===== src/rtl/pc_fetch_gen.sv =====
// Fetch-PC generator with split request/response memory interface.
// Tracks in-flight fetch PCs in a FIFO and drops stale responses after a redirect.
module pc_fetch_gen #(
  parameter int unsigned ADDR_W = 32,
  parameter int unsigned INST_W = 32,
  parameter int unsigned INST_BYTES = 4,
  parameter logic [ADDR_W-1:0] RESET_PC = '0,
  parameter int unsigned MAX_INFLIGHT = 2,
  localparam int unsigned CNT_W = $clog2(MAX_INFLIGHT + 1)
) (
  input  logic              clk,
  input  logic              rst,
  input  logic              stall_if,
  input  logic              redirect_valid,
  input  logic [ADDR_W-1:0] redirect_pc,
  output logic              req_valid,
  output logic [ADDR_W-1:0] req_addr,
  input  logic              req_ready,
  input  logic              rsp_valid,
  input  logic [INST_W-1:0] rsp_data,
  output logic              inst_valid,
  output logic [ADDR_W-1:0] inst_pc,
  output logic [INST_W-1:0] inst,
  output logic [CNT_W-1:0]  inflight,
  output logic              proto_err
);

  localparam int unsigned PTR_W = (MAX_INFLIGHT > 1) ? $clog2(MAX_INFLIGHT) : 1;

  logic [ADDR_W-1:0] pc_q, pc_d;
  logic              en_q;
  logic [ADDR_W-1:0] fifo_q [MAX_INFLIGHT];
  logic [PTR_W-1:0]  rd_ptr_q, wr_ptr_q;
  logic [CNT_W-1:0]  fifo_cnt_q, fifo_cnt_d;
  logic [CNT_W-1:0]  drop_cnt_q, drop_cnt_d;
  logic              inst_valid_q;
  logic [ADDR_W-1:0] inst_pc_q;
  logic [INST_W-1:0] inst_q;
  logic              proto_err_q;

  logic [CNT_W:0]    total;
  logic              accept, push, pop, flush, deliver, err_set;

  function automatic logic [PTR_W-1:0] next_ptr(input logic [PTR_W-1:0] p);
    return (p == PTR_W'(MAX_INFLIGHT - 1)) ? '0 : p + PTR_W'(1);
  endfunction

  // One extra bit so the sum never wraps before the limit compare.
  assign total     = {1'b0, fifo_cnt_q} + {1'b0, drop_cnt_q};
  assign req_valid = en_q & ~stall_if & ~redirect_valid & (total < (CNT_W+1)'(MAX_INFLIGHT));
  assign req_addr  = pc_q;
  assign accept    = req_valid & req_ready;

  always_comb begin
    pc_d       = pc_q;
    fifo_cnt_d = fifo_cnt_q;
    drop_cnt_d = drop_cnt_q;
    push       = 1'b0;
    pop        = 1'b0;
    flush      = 1'b0;
    deliver    = 1'b0;
    err_set    = 1'b0;
    if (redirect_valid) begin
      // Everything outstanding becomes stale; a same-cycle response consumes one of them.
      pc_d       = redirect_pc;
      flush      = 1'b1;
      fifo_cnt_d = '0;
      if (rsp_valid && total == '0) begin
        err_set    = 1'b1;
        drop_cnt_d = '0;
      end else if (rsp_valid) begin
        drop_cnt_d = CNT_W'(total - (CNT_W+1)'(1));
      end else begin
        drop_cnt_d = CNT_W'(total);
      end
    end else begin
      if (accept) begin
        push = 1'b1;
        pc_d = pc_q + ADDR_W'(INST_BYTES);
      end
      if (rsp_valid) begin
        if (drop_cnt_q != '0) begin
          drop_cnt_d = drop_cnt_q - CNT_W'(1);
        end else if (fifo_cnt_q != '0) begin
          pop     = 1'b1;
          deliver = 1'b1;
        end else begin
          err_set = 1'b1;
        end
      end
      fifo_cnt_d = fifo_cnt_q + CNT_W'(push) - CNT_W'(pop);
    end
  end

  always_ff @(posedge clk or negedge rst) begin
    if (!rst) begin
      pc_q         <= RESET_PC;
      en_q         <= 1'b0;
      rd_ptr_q     <= '0;
      wr_ptr_q     <= '0;
      fifo_cnt_q   <= '0;
      drop_cnt_q   <= '0;
      inst_valid_q <= 1'b0;
      inst_pc_q    <= '0;
      inst_q       <= '0;
      proto_err_q  <= 1'b0;
    end else begin
      en_q         <= 1'b1;
      pc_q         <= pc_d;
      fifo_cnt_q   <= fifo_cnt_d;
      drop_cnt_q   <= drop_cnt_d;
      inst_valid_q <= deliver;
      proto_err_q  <= proto_err_q | err_set;
      if (flush) begin
        rd_ptr_q <= '0;
        wr_ptr_q <= '0;
      end else begin
        if (push) wr_ptr_q <= next_ptr(wr_ptr_q);
        if (pop)  rd_ptr_q <= next_ptr(rd_ptr_q);
      end
      if (deliver) begin
        inst_pc_q <= fifo_q[rd_ptr_q];
        inst_q    <= rsp_data;
      end
    end
  end

  // PC storage needs no reset: occupancy is tracked by the pointers and count.
  always_ff @(posedge clk) begin
    if (push) fifo_q[wr_ptr_q] <= pc_q;
  end

  assign inst_valid = inst_valid_q;
  assign inst_pc    = inst_pc_q;
  assign inst       = inst_q;
  assign inflight   = CNT_W'(total);
  assign proto_err  = proto_err_q;

endmodule


===== config.mk =====
export PLATFORM = sky130hd
export DESIGN_NAME = pc_fetch_gen
export DESIGN_NICKNAME = d
export VERILOG_FILES = /design/src/rtl/pc_fetch_gen.sv
export SDC_FILE = /design/constraint.sdc
export NUM_CORES = 1
export LEC_CHECK = 0
export CAP_MARGIN = 0
export CORE_ASPECT_RATIO = 1.75
export CORE_MARGIN = 5
export CORE_UTILIZATION = 40
export CTS_CLUSTER_DIAMETER = 30
export DETAILED_ROUTE_END_ITERATION = 16
export GPL_TIMING_DRIVEN = 0
export PLACE_DENSITY = 0.77
export REMOVE_ABC_BUFFERS = 1
export SETUP_SLACK_MARGIN = 0.15
export SLEW_MARGIN = 5
export SYNTH_ARGS = -nofsm -noshare
export SYNTH_HDL_FRONTEND = slang
export SYNTH_SLANG_ARGS = --single-unit

===== constraint.sdc =====
create_clock -name clk -period 11 [get_ports clk]
set_input_delay 1.1 -clock clk [delete_from_list [all_inputs] [get_ports clk]]
set_output_delay 1.1 -clock clk [all_outputs]
set_load 0.05 [all_outputs]

## Word level (Yosys, flattened, before mapping)

Memories as Yosys holds them, arrays and structs flattened. A register that Yosys moved wholly into a read port is not among the register bits.
Index checks and enable logic that the tools add are counted.

| operators by class | value |
|---|---|
| multiplexer cells | 31 |
| $lt $le $gt $ge | 1 |
| $add $sub $neg | 8 |
| reductions and logical operators | 11 |
| bitwise operators | 7 |

Operator list:

| kind | count |
|---|---|
| $mux W32 | 2 |
| $add A32 B3 Y32 const B | 1 |
| $mux W1 | 23 |
| $reduce_bool A2 Y1 | 7 |
| $mux W2 | 6 |
| $and A1 B1 Y1 | 4 |
| $sub A2 B1 Y2 const B | 2 |
| $add A2 B2 Y3 | 1 |
| $logic_not A3 Y1 | 1 |
| $lt A3 B2 Y1 const B | 1 |
| $add A1 B1 Y1 const B | 2 |
| $add A2 B1 Y2 | 1 |
| $not A1 Y1 | 2 |
| $reduce_and A2 Y1 | 1 |
| $sub A2 B1 Y2 | 1 |
| $logic_and A1 B1 Y1 | 1 |
| $logic_not A1 Y1 | 1 |
| $or A1 B1 Y1 | 1 |

| storage, ports and cells | value |
|---|---|
| input port bits | 70 |
| word-level logic and storage cells | 68 |
| memory bits (writable) | 64 |
| memories kept | 1 |
| output and inout port bits | 101 |
| register bits | 73 |

Memories:

| memory | words | bits a word | rd ports | clocked after memory_dff | write ports | line | RTL |
|---|---|---|---|---|---|---|---|
| fifo_q | 2 | 32 | 1 | 1 | 1 | 32 | `logic [ADDR_W-1:0] fifo_q [MAX_INFLIGHT];` |

## Longest topological paths before layout

| logic depth | value |
|---|---|
| depth after elaboration | 10 |
| mapped depth | 13 |
| mapped depth without buffers | 12 |

## Least setup slack after synthesis

Ideal clock, no wire load.

| path | value |
|---|---|
| path type | input port to flip-flop |
| from | input stall_if |
| to | memory fifo_q[0][0], enable pin |
| path slack | 7.349 ns |
| required time | 10.579 ns |
| stages on the path | 5 |
| arrival time | 3.230 ns |
| setup time | 0.421 ns |
| cells stage by stage | nand4bb_4 -> nor2_4 -> inv_2 -> clkbuf_1 -> nor2_1 |

| on the way | value |
|---|---|
| cells in the longest elaborated chain, start to end | 10 |

Ends and longest elaborated chain:

| what | line | RTL |
|---|---|---|
| start, declared | 13 | `input logic stall_if,` |
| $not A1 Y1 | 50 | `assign req_valid = en_q & ~stall_if & ~redirect_valid & (total < (CNT_W+1)'(MAX_INFLIGHT));` |
| $and A1 B1 Y1 (3 in a row) | 50 |  |
| $and A1 B1 Y1 | 52 | `assign accept = req_valid & req_ready;` |
| $mux W1 | 77 | `if (accept) begin` |
| $mux W1 (2 in a row) | 63 | `if (redirect_valid) begin` |
| $mux W1 | 130 | `if (push) fifo_q[wr_ptr_q] <= pc_q;` |
| $mux W1 (not written as such) | 130 |  |
| end, declared | 32 |  |

No other way between the ends. The select of a mux whose other input is x is not followed.

## Worst setup path after layout

| path | value |
|---|---|
| from | input redirect_valid |
| to | output req_valid |

| on the way | value |
|---|---|
| cells in the longest elaborated chain, start to end | 3 |

Ends and longest elaborated chain:

| what | line | RTL |
|---|---|---|
| start, declared | 14 | `input logic redirect_valid,` |
| $not A1 Y1 | 50 |  |
| $and A1 B1 Y1 (2 in a row) | 50 |  |
| end, declared | 16 | `output logic req_valid,` |

No other way between the ends.

==> metrics.yaml <==
outcome: "completed"
design.portCount: 171
achievable-frequency_mhz: 251
clock-sinks: 169
drive_above_1_share_pct: 12.4
detail_route.drc_violations: 0
synth.lib_cells_used.distinct: 54
worstSetupStartpoint: "redirect_valid"
avgViaCountPerCell: 5.16
cts-resized-gates: 0
cts-buffers-inserted: 17
dr.first_iter.drc_count: 351
detail_route.first_pass.iterations: 5
setup_viol: 0
rsz0062_at_grt: "no"
buffers_added_on_ports: 170
maxSlewViolCount: 0
yosys_most_used_dff: "dfrtp_1"
hold_buf_count_cts: 0
cts_setup_buffers: 0
reported_leakage_power_nw: 3.76
netlist_top_cells_area: "dfrtp_1 (38%), edfxtp_1 (27%), mux2_2 (5.6%)"
wire_length_of_the_first_global_routing_pass_mm: 27.4
maxCapViolCount: 0
gr-usage-met3_pct: 3.10
antenna_left: 0
clock_path_buffers: 2
clkSlewWorstSetupHoldPaths_ns: 0.07
synth-seq-area-share_pct: 65.0
clkLatencyLatePin_ns: 0.42
routed_wire_length_per_instance_um: 18.3
crit_required_ns: 9.90
floorplan.initialDensity_pct: 40.3
max-slew-margin-rel_pct: 33.2
syn-mean-instance-area_sq_um: 13.0
placeable_core_area_sq_um: 17400
hold_start: "proto_err$_DFF_PN0_"
endpoint_kind: "output pin"
worst_hold_path_type: "reg -> reg"
fp.dieW_um: 110
layout_min_cycle_time_ns: 3.99
tns_ns: 0
maximum_number_of_pins_on_one_net_before_global_route_repair: 67
synthesized_flop_and_latch_total: 169
critical_path.max_fanout: 48
finalHoldWorstSlack_ns: 0.459
hold_viol: 0
placementRows: 64
met1_usage_pct: 19.4
synth_most_common_cell: "dfrtp_1"
min_period_over_period_pct: 36.2
worst_clock_skew_ns: 0.0116
die_y_um: 185
grtUsageMet2_pct: 30.9
cts-root-buf: "clkbuf_16"
via_count_of_the_first_global_routing_pass: 5220
critPathKind: "in -> out"
critical_path_arrival_ns: 2.89
die_footprint_sq_um: 20400
pin_slew_with_the_least_headroom_to_its_limit_ns: 0.999
grt_overflow: 0
area_share_of_the_leading_cell_type_in_the_synthesized_netlist_pct: 37.5
flow.area_growth_from_synthesis_pct: 38.2
place.detailed.hpwl_mm: 12.3
post_synth_instance_area_sq_um: 7000
antenna_violations_before_repair: 0
cts_max_level: 4
ir_worst_vdd_v: 0.000117
synth_edf_count: 64
synthArstFlopShare_pct: 62.1
reg2reg_from: "fifo_cnt_q[0]$_DFF_PN0_"
synth.cells.most_frequent: "dfrtp_1 (105), edfxtp_1 (64), nor2_1 (50)"
routed-via-count: 4909
powerDensity_nw_per_um2: 242
yosys.area.top_type: "dfrtp_1"
diodes: 0
startpoint_type: "primary input"
tritoncts_clock_tree: "yes"
finalWeightedCongestion: 0.836
layout.nets: 784
groute.usage.overall_pct: 17.6
synthesis.instances: 537
drt_wl_total_mm: 17.4
grt_most_used_layer: "met2"
yosysWarningCount: 0
==> where the power goes <==
group	internal (W)	switching, W	leakage (nW)
sequential	0.000773	0.0000807	1.93
clock	0.000382	0.000250	0.301
combinational	0.000300	0.000556	1.52
==> worst max-delay path: stages <==
cell             delay (ns)
buf_2                  0.71
nand4bb_4              0.31
nor2_1                 0.05
clkdlybuf4s50_1        0.69
==> sequential cells by signal (all words and copies together) (netlist names) <==
register,flops
proto_err,1
inst,32
wr_ptr_q,1
fifo_q,64
rd_ptr_q,1
inst_valid,1
inst_pc,32
en_q,1
drop_cnt_q,2
req_addr,32
fifo_cnt_q,2
==> kinds of logic after synthesis <==
logic type                 after synthesis  synth area share [%]
DFF                                    169                  65.0
and+or+nand+nor                        137                  9.97
AOI/OAI and AO/OA                      103                  9.29
muxes                                   70                  10.6
buffers and inverters                   38                  2.23
xor gates and xnor gates                12                  1.50
adders and majority gates                7                  1.36
other                                    1                0.0535
==> cells in the final DEF (no fill, tap or decap), types with 6 or more instances in the layout <==
master / instances
mux2i_1: 35
mux2_2: 35
dfrtp_1: 104
o21ai_1: 6
clkbuf_16: 17
o211ai_1: 6
xnor2_1: 7
a21oi_1: 40
o21ai_0: 19
nand3_1: 18
clkdlybuf4s50_1: 168
nor2_1: 48
ha_1: 6
nand2_1: 36
edfxtp_1: 64
inv_1: 12
==> path summary, 6_finish.rpt <==
check,slack [ns],cells past startpoint,endpoint
max,7.01,4,req_valid
min,0.46,1,proto_err$_DFF_PN0_
max reg2reg,7.62,12,fifo_cnt_q[1]$_DFF_PN0_
min reg2reg,0.46,1,proto_err$_DFF_PN0_
max in group asynchronous,9.59,2,inst_pc[0]$_DFFE_PN0P_
min in group asynchronous,0.66,1,inst[30]$_DFFE_PN0P_
==> layer usage <==
metal | up-vias | wire, um
met4 | 0 | 837
met5 | - | 0
li1 | 2307 | -
met3 | 50 | 868
met1 | 2383 | 6250
met2 | 169 | 9420
==> stage by stage <==
stage | utilization [%] | std cells | power, W | area, sq um | worst slack, ns
2_1_floorplan | - | 512 | 0.00140 | 6900 | 5.81
5_1_grt | 55.7 | 951 | 0.00244 | 9680 | 6.94
6_report | 55.7 | 951 | 0.00234 | 9680 | 7.01
3_5_place_dp | 52.1 | 919 | 0.00173 | 9050 | 7.02
4_1_cts | 55.7 | 951 | 0.00237 | 9680 | 7.02
3_3_place_gp | 51.1 | 913 | 0.00170 | 8890 | 2.60
==> final cells by class <==
type | count | area (sq um)
multi-input cells | 330 | 2310
flip-flops and latches | 169 | 4550
clock inverters | 14 | 194
well taps | 231 | 289
inverters | 13 | 48.8
clock buffers | 18 | 429
fillers | 1448 | 7700
repair buffers | 176 | 1850
No activity file was read; power rests on OpenSTA's default activity.
